$ cat config.mk
export PLATFORM = sky130hd
export DESIGN_NAME = emergency_scheduler_flat
export DESIGN_NICKNAME = d
export VERILOG_FILES = /design/src/rtl/emergency_scheduler_pkg.sv /design/src/rtl/emergency_scheduler_if.sv /design/src/rtl/emergency_scheduler_rr_arbiter.sv /design/src/rtl/emergency_scheduler.sv /design/src/flat_wrapper.sv
export SDC_FILE = /design/constraint.sdc
export NUM_CORES = 1
export LEC_CHECK = 0
export BUFFER_PORTS_ARGS = -buffer_cell sky130_fd_sc_hd__buf_4
export CAP_MARGIN = 30
export CORE_ASPECT_RATIO = 1.2
export CORE_MARGIN = 2
export CORE_UTILIZATION = 49
export CTS_CLUSTER_SIZE = 8
export DETAILED_ROUTE_END_ITERATION = 8
export PLACE_DENSITY = 0.74
export SETUP_SLACK_MARGIN = 0.02
export SLEW_MARGIN = 20
export SYNTH_ARGS = -nofsm -noshare
export SYNTH_HDL_FRONTEND = slang
export SYNTH_SLANG_ARGS = --single-unit
$ cat constraint.sdc
create_clock -name clk -period 2.26 [get_ports clk]
set_input_delay 0.452 -clock clk [delete_from_list [all_inputs] [get_ports clk]]
set_output_delay 0.452 -clock clk [all_outputs]
set_load 0.02 [all_outputs]
$ cat src/rtl/emergency_scheduler_pkg.sv
// Shared definitions for the emergency preemption scheduler.
//   - state_t      : scheduler FSM states
//   - NUM_GROUPS   : number of direction groups (two lanes each)
//   - LANES        : lamp lanes driven by the scheduler
//   - TIME_W       : width of the remaining-time counter
//   - group_mask() : lane mask of a direction group (lanes 2g and 2g+1)
package emergency_pkg;

    localparam int NUM_GROUPS = 4;
    localparam int LANES      = 8;
    localparam int TIME_W     = 7;

    typedef enum logic [1:0] {
        IDLE    = 2'd0,
        CLEAR   = 2'd1,
        SERVE   = 2'd2,
        ALL_RED = 2'd3
    } state_t;

    // Lane vectors are indexed [0:7]; group g owns lanes 2g and 2g+1.
    function automatic logic [0:LANES-1] group_mask(input logic [1:0] g);
        logic [0:LANES-1] m;
        m = '0;
        m[{g, 1'b0}] = 1'b1;
        m[{g, 1'b1}] = 1'b1;
        return m;
    endfunction

endpackage

$ cat src/rtl/emergency_scheduler_if.sv
// Signal bundle between the normal controller / lamp drivers and the
// emergency scheduler.
//   tick           : one-cycle timebase enable
//   emergency_lane : per-lane emergency request (level)
//   normal_lane    : green lanes from the normal controller
//   lane_output    : final green to lamp drivers
//   lane_yellow    : final yellow to lamp drivers
//   preempt_active : scheduler is not idle
//   grant_group    : group being served or cleared for
//   load_time      : ticks remaining in the current timed state
// Modports: master = environment side, slave = scheduler side.
interface emergency_scheduler_if;
    import emergency_pkg::*;

    logic                tick;
    logic [0:LANES-1]    emergency_lane;
    logic [0:LANES-1]    normal_lane;
    logic [0:LANES-1]    lane_output;
    logic [0:LANES-1]    lane_yellow;
    logic                preempt_active;
    logic [1:0]          grant_group;
    logic [TIME_W-1:0]   load_time;

    modport master (
        output tick, emergency_lane, normal_lane,
        input  lane_output, lane_yellow, preempt_active, grant_group, load_time
    );

    modport slave (
        input  tick, emergency_lane, normal_lane,
        output lane_output, lane_yellow, preempt_active, grant_group, load_time
    );

endinterface

$ cat src/rtl/emergency_scheduler_rr_arbiter.sv
// Combinational round-robin arbiter for the preemption slot.
//   req        : per-group request vector
//   last_grant : most recently granted group
//   grant      : winning group (nearest index after last_grant, wrapping)
//   valid      : at least one group is requesting
// The group that was granted last has the lowest priority, so a group
// requesting continuously wins again only when nobody else requests.
module emergency_rr_arbiter
    import emergency_pkg::*;
(
    input  logic [NUM_GROUPS-1:0] req,
    input  logic [1:0]            last_grant,
    output logic [1:0]            grant,
    output logic                  valid
);

    logic [1:0] idx;

    // Scan from farthest to nearest candidate so the nearest one wins.
    always_comb begin
        grant = '0;
        valid = 1'b0;
        idx   = '0;
        for (int i = NUM_GROUPS; i >= 1; i--) begin
            idx = last_grant + 2'(i);
            if (req[idx]) begin
                grant = idx;
                valid = 1'b1;
            end
        end
    end

endmodule

$ cat src/rtl/emergency_scheduler.sv
// Emergency preemption scheduler. Turns per-lane emergency requests into a
// yellow-clear / green-hold / all-red sequence for one direction group at a
// time, sharing the slot between groups round-robin.
//   clk, reset_n : clock, asynchronous active-low reset
//   sched        : emergency_scheduler_if.slave (tick, lane inputs, lamp
//                  outputs, preempt_active, grant_group, load_time)
// Optional feature macro EMERGENCY_EXTEND_EN: a group that is still the only
// requester when its hold expires gets its hold reloaded, up to a total of
// MAX_EXTEND_TICKS per grant.
module emergency_scheduler
    import emergency_pkg::*;
#(
    parameter int HOLD_TICKS       = 4,
    parameter int YELLOW_TICKS     = 2,
    parameter int ALL_RED_TICKS    = 1,
    parameter int MAX_EXTEND_TICKS = 16
) (
    input  logic                  clk,
    input  logic                  reset_n,
    emergency_scheduler_if.slave  sched
);

    localparam logic [TIME_W-1:0] HOLD_T    = TIME_W'(HOLD_TICKS);
    localparam logic [TIME_W-1:0] YELLOW_T  = TIME_W'(YELLOW_TICKS);
    localparam logic [TIME_W-1:0] ALL_RED_T = TIME_W'(ALL_RED_TICKS);
    localparam logic [TIME_W-1:0] ONE_T     = TIME_W'(1);

    state_t                 state_q, state_d;
    logic [TIME_W-1:0]      timer_q, timer_d;
    logic [0:LANES-1]       snap_q, snap_d;
    logic [1:0]             grant_q, grant_d;
    logic [1:0]             last_q, last_d;
    logic [NUM_GROUPS-1:0]  req_q, group_req;
    logic [0:LANES-1]       out_q, out_d;
    logic [0:LANES-1]       yel_q, yel_d;
    logic                   active_q, active_d;
    logic [0:LANES-1]       mask_d;
    logic [1:0]             arb_grant;
    logic                   arb_valid;
    logic                   expire;
    logic                   leave_serve;
    logic                   rearb;

`ifdef EMERGENCY_EXTEND_EN
    localparam int               EXT_W  = TIME_W + 1;
    localparam logic [EXT_W-1:0] MAX_T  = EXT_W'(MAX_EXTEND_TICKS);
    localparam logic [EXT_W-1:0] HOLD_E = EXT_W'(HOLD_TICKS);

    // ext_q: hold ticks already allotted to the current grant.
    logic [EXT_W-1:0] ext_q, ext_d;
    logic [EXT_W-1:0] allowance, extend_amt;
    logic             extend_ok;

    always_comb begin
        allowance  = (ext_q < MAX_T) ? (MAX_T - ext_q) : '0;
        extend_amt = (allowance < HOLD_E) ? allowance : HOLD_E;
        extend_ok  = req_q[grant_q]
                     && !(|(req_q & ~(NUM_GROUPS'(1) << grant_q)))
                     && (allowance != '0);
    end

    always_ff @(posedge clk or negedge reset_n) begin
        if (!reset_n) ext_q <= '0;
        else          ext_q <= ext_d;
    end
`else
    // The extension cap only matters when the extension feature is built in.
    localparam int unused_max_extend = MAX_EXTEND_TICKS;
`endif

    always_comb begin
        group_req = '0;
        for (int g = 0; g < NUM_GROUPS; g++) begin
            group_req[g] = sched.emergency_lane[2*g] | sched.emergency_lane[2*g+1];
        end
    end

    emergency_rr_arbiter u_arb (
        .req        (req_q),
        .last_grant (last_q),
        .grant      (arb_grant),
        .valid      (arb_valid)
    );

    // Timed states expire on the tick that finds the timer at 1; the timer is
    // loaded on entry, so a tick on the entry edge is never counted.
    assign expire = (state_q != IDLE) && sched.tick && (timer_q == ONE_T);

    always_comb begin
        state_d     = state_q;
        timer_d     = timer_q;
        snap_d      = snap_q;
        grant_d     = grant_q;
        last_d      = last_q;
        leave_serve = 1'b0;
        rearb       = 1'b0;
`ifdef EMERGENCY_EXTEND_EN
        ext_d       = ext_q;
`endif

        if ((state_q != IDLE) && sched.tick && (timer_q != ONE_T)) begin
            timer_d = timer_q - ONE_T;
        end

        case (state_q)
            IDLE: begin
                if (arb_valid) begin
                    grant_d = arb_grant;
                    last_d  = arb_grant;
                    snap_d  = sched.normal_lane;
`ifdef EMERGENCY_EXTEND_EN
                    ext_d   = HOLD_E;
`endif
                    if ((YELLOW_TICKS > 0)
                        && (|(sched.normal_lane & ~group_mask(arb_grant)))) begin
                        state_d = CLEAR;
                        timer_d = YELLOW_T;
                    end else begin
                        state_d = SERVE;
                        timer_d = HOLD_T;
                    end
                end
            end
            CLEAR: begin
                if (expire) begin
                    state_d = SERVE;
                    timer_d = HOLD_T;
                end
            end
            SERVE: begin
                if (expire) begin
`ifdef EMERGENCY_EXTEND_EN
                    if (extend_ok) begin
                        timer_d = extend_amt[TIME_W-1:0];
                        ext_d   = ext_q + extend_amt;
                    end else begin
                        leave_serve = 1'b1;
                    end
`else
                    leave_serve = 1'b1;
`endif
                    if (leave_serve) begin
                        if (ALL_RED_TICKS > 0) begin
                            state_d = ALL_RED;
                            timer_d = ALL_RED_T;
                        end else begin
                            rearb = 1'b1;
                        end
                    end
                end
            end
            ALL_RED: begin
                if (expire) rearb = 1'b1;
            end
            default: begin
                state_d = IDLE;
                timer_d = '0;
            end
        endcase

        // After an all-red gap the lanes are already red, so a pending
        // request goes straight to SERVE without a yellow clearance.
        if (rearb) begin
            if (arb_valid) begin
                state_d = SERVE;
                timer_d = HOLD_T;
                grant_d = arb_grant;
                last_d  = arb_grant;
`ifdef EMERGENCY_EXTEND_EN
                ext_d   = HOLD_E;
`endif
            end else begin
                state_d = IDLE;
                timer_d = '0;
            end
        end
    end

    // Lamp outputs are computed from the next state so they register on the
    // same edge as the state change.
    always_comb begin
        mask_d   = group_mask(grant_d);
        out_d    = '0;
        yel_d    = '0;
        active_d = (state_d != IDLE);
        case (state_d)
            IDLE:    out_d = sched.normal_lane;
            CLEAR: begin
                out_d = snap_d & mask_d;
                yel_d = snap_d & ~mask_d;
            end
            SERVE:   out_d = mask_d;
            default: out_d = '0;
        endcase
    end

    always_ff @(posedge clk or negedge reset_n) begin
        if (!reset_n) begin
            state_q  <= IDLE;
            timer_q  <= '0;
            snap_q   <= '0;
            grant_q  <= '0;
            last_q   <= 2'd3;
            req_q    <= '0;
            out_q    <= '0;
            yel_q    <= '0;
            active_q <= 1'b0;
        end else begin
            state_q  <= state_d;
            timer_q  <= timer_d;
            snap_q   <= snap_d;
            grant_q  <= grant_d;
            last_q   <= last_d;
            req_q    <= group_req;
            out_q    <= out_d;
            yel_q    <= yel_d;
            active_q <= active_d;
        end
    end

    assign sched.lane_output    = out_q;
    assign sched.lane_yellow    = yel_q;
    assign sched.preempt_active = active_q;
    assign sched.grant_group    = grant_q;
    assign sched.load_time      = timer_q;

endmodule
$ cat src/flat_wrapper.sv
// flat-port wrapper written by rule: the top's interface ports become plain ports
module emergency_scheduler_flat import emergency_pkg::*;
#(
    parameter int HOLD_TICKS       = 4,
    parameter int YELLOW_TICKS     = 2,
    parameter int ALL_RED_TICKS    = 1,
    parameter int MAX_EXTEND_TICKS = 16
)
  (clk, reset_n, sched_tick, sched_emergency_lane, sched_normal_lane, sched_lane_output, sched_lane_yellow, sched_preempt_active, sched_grant_group, sched_load_time);
  emergency_scheduler_if sched_i ();
  input  logic clk;
  input  logic reset_n;
  input wire logic [$bits(sched_i.tick)-1:0] sched_tick;
  input wire logic [$bits(sched_i.emergency_lane)-1:0] sched_emergency_lane;
  input wire logic [$bits(sched_i.normal_lane)-1:0] sched_normal_lane;
  output wire logic [$bits(sched_i.lane_output)-1:0] sched_lane_output;
  output wire logic [$bits(sched_i.lane_yellow)-1:0] sched_lane_yellow;
  output wire logic [$bits(sched_i.preempt_active)-1:0] sched_preempt_active;
  output wire logic [$bits(sched_i.grant_group)-1:0] sched_grant_group;
  output wire logic [$bits(sched_i.load_time)-1:0] sched_load_time;
  assign sched_i.tick = sched_tick;
  assign sched_i.emergency_lane = sched_emergency_lane;
  assign sched_i.normal_lane = sched_normal_lane;
  assign sched_lane_output = sched_i.lane_output;
  assign sched_lane_yellow = sched_i.lane_yellow;
  assign sched_preempt_active = sched_i.preempt_active;
  assign sched_grant_group = sched_i.grant_group;
  assign sched_load_time = sched_i.load_time;
  emergency_scheduler #(.HOLD_TICKS(HOLD_TICKS), .YELLOW_TICKS(YELLOW_TICKS), .ALL_RED_TICKS(ALL_RED_TICKS), .MAX_EXTEND_TICKS(MAX_EXTEND_TICKS)) u_core (.clk(clk), .reset_n(reset_n), .sched(sched_i));
endmodule
==> qor.csv <==
metric;value;unit
status;complete, no violations;
CTS sink cnt;42;
initial DRC count;165;
HP Class;in -> async;
Inserted Diodes;0;
Via-to-Cell Ratio;5.91;
Global Route Usage Sum;0.238;
Seq/Total Area, Yosys;0.459;
TritonRoute pass-1 iters;5;
Post-Synth Simple-Gate Area;0.186;
Fin. Hold Viols;0;
worst relative slew slack;0.581;
Crit Path Class;reg -> reg;
Congestion Overflow GR;0;
ys flop type;dfrtp_1;
Die Y;79.0;um
CP required;2.43;ns
post-synthesis cell area;2300;um2
post-route ant nets;0;
Placeable Area;4560;um2
largest net degree at the start of global routing;43;
Syn Inst Count;239;
final core utilization;0.670;
Post-synth EDFFs;0;
Pwr Density;1240;nW/um2
nets;333;
num rows;27;
via count;2191;
CTS Hold Buffers Added;0;
IO Pins;45;
Chip Width;66.5;um
Synth warnings;0;
Place WS;-0.0160;ns
CTS root buf;clkbuf_8;
Synth cell types;55;
H-tree depth;2;
Syn-to-layout area delta;33.0;%
Routed WL;5.89;mm
CP max stage cell;or4_4;
starting density of the core;0.503;
type of origin of the critical path;flip-flop;
Max clock buf depth;2;
register-to-register setup slack;0.13;ns
initial antenna violation count;0;
PortBufs;44;
post-synthesis xor/xnor area fraction;0.0191;
Worst-Margin Slew;0.622;ns
post-synth top area share;0.436;
Die ar.;5250;um2
Setup-failing EPs final;0;
Tmin final;2.13;ns
RR Endpoint;u_core.sched.lane_output[4];
Synth Area in Adders;0.0109;
FF-to-FF path depth;6;
most used cell along the critical path;a31oi_1;
CP Cell Sequence;or4_4, nand2_1, mux2i_1, o22ai_1, a31oi_1, a31oi_1;
critical path's largest stage delay;0.60;ns
largest family of logic cells by synthesized area;compound AO/OA/AOI/OAI gates;
leakage;1.42;nW
Avg WL per Cell;15.9;um
layout cell share with drive strength beyond 1;0.355;
CP endpoint kind;flip-flop;
worst reg2reg path startpoint;u_core.req_q[1];
vias in the first global route;2030;
CTS tree;done;
clock transition at the registers of the reported paths;0.08;ns
first-pass GRT wire length;9.60;mm
synth top area cells;dfrtp_1 44%, nand2_1 4.3%, a31oi_1 3.0%;
area fraction in compound gates after synthesis;0.250;
peak supply drop;0.000542;V
Final Skew;0.00730;ns
Max Cap Violations;0;
mux share of post-synthesis cell area;0.0267;
Avg Cell Area, Syn;9.61;um2
crit share post-route;0.943;
RSZ-0062 raised after global routing;no;
CTS buffer count;5;
CP arrival;2.30;ns
final slew viol count;0;
GPL Wtd Cong;0.865;
DPL Wire Length;4.24;mm
most area-hungry cell type in the Yosys netlist;dfrtp_1;
list of most frequent post-synthesis cells;40 x dfrtp_1, 26 x nand2_1, 15 x inv_1;
Seq cells post-synth;42;
FFs w/ async S/R, synth;1.00;
DRC viols;0;
count leader, synth;dfrtp_1;
Peak Freq;469;MHz
Synthesized Nets;260;
worst setup margin;0.128;ns
worst path bufs/invs;0;
Clock Latency Late Sink;0.30;ns
Crit path max-delay family;simple AND/OR/NAND/NOR gates;
Max Fanout on Critical Path;5;
## routing by layer
metal / GRT usage / wire length (um) / part of all wire
met1: 0.293 / 2400 / 0.41
met2: 0.415 / 3080 / 0.52
met3: 0.0411 / 322 / 0.055
met4: 0.0837 / 86 / 0.015
met5: 0 / 0 / 0
## power breakdown
group | switching [mW] | total (mW) | internal (mW) | leakage [nW]
logic | 1.08 | 1.98 | 0.896 | 0.847
registers | 0.198 | 1.22 | 1.02 | 0.518
clock network | 0.265 | 0.595 | 0.330 | 0.0514
## worst max path at each step
stage | start | to | cells past startpoint
after global routing | u_core.state_q[0] | u_core.sched.lane_output[5] | 8
after detailed placement | u_core.last_q[1] | u_core.sched.lane_yellow[6] | 7
after global placement | sched_normal_lane[0] | u_core.sched.load_time[1] | 7
after CTS | u_core.req_q[1] | u_core.sched.lane_output[3] | 7
final | u_core.req_q[1] | u_core.sched.lane_output[4] | 6
after floorplan | u_core.sched.load_time[1] | u_core.sched.lane_output[4] | 9
## state kept, by name, indices dropped and copies added, names as in the netlist, named ones only
register / cells
u_core.last_q: 1
u_core.req_q: 4
u_core.sched.grant_group: 2
u_core.sched.lane_output: 8
u_core.sched.lane_yellow: 8
u_core.sched.load_time: 7
u_core.sched.preempt_active: 1
u_core.snap_q: 8
u_core.state_q: 2
## worst reg2reg max path, stage by stage, from the launching register on
cell and delay, ns:
dfrtp_1 0.45, or4_4 0.60, nand2_1 0.26, mux2i_1 0.32, o22ai_1 0.13, a31oi_1 0.16
a31oi_1 0.09
## logic make-up after synthesis
| group | count (synthesis) |
|---|---|
| simple gates | 79 |
| compound gates | 78 |
| flops | 42 |
| buf+inv | 27 |
| mux | 6 |
| xor+xnor | 5 |
| fa+ha+maj | 2 |
## through the flow
stage	TNS, ns	power, mW	hold slack, ns	instance area (um2)	cells
after detailed placement	-0.0160	3.12	0.468	2880	359
final	0	3.79	0.121	3050	371
after CTS	0	3.73	0.144	2990	367
after floorplan	0	2.35	0.156	2300	239
after global routing	0	4.03	0.171	3050	371
after global placement	0	3.07	0.468	2880	359
## timing repair
| item | CTS | global route |
|---|---|---|
| endpoints found under the setup margin | 2 | 19 |
| setup buffers | 0 | 4 |
| pin swaps | 0 | 1 |
| resized for setup | 1 | 8 |
## cell type report
class                      instances  area, um2
fill                             387       1510
multi-input combinational        170       1170
clock inverter                     2       37.5
tap                               58       72.6
sequential                        42       1050
clock buffer                       6       72.6
inverter                          17       63.8
timing repair buffer              76        583
## cells in the final DEF, fill, tap and decap left out, drive strengths merged, types with 3 or more instances in the layout
master / n
and2: 4
a311oi: 4
clkbuf: 6
nor4: 5
buf: 76
a31oi: 12
nor3: 4
nand3: 5
a221oi: 3
o22ai: 6
nand2b: 5
xnor2: 5
nor2: 13
dfrtp: 40
or2: 6
o31ai: 5
nand2: 26
a21o: 3
o21ai: 11
inv: 17
a211oi: 10
a21oi: 11
mux2i: 5
No activity file was read; power rests on OpenSTA's default activity.
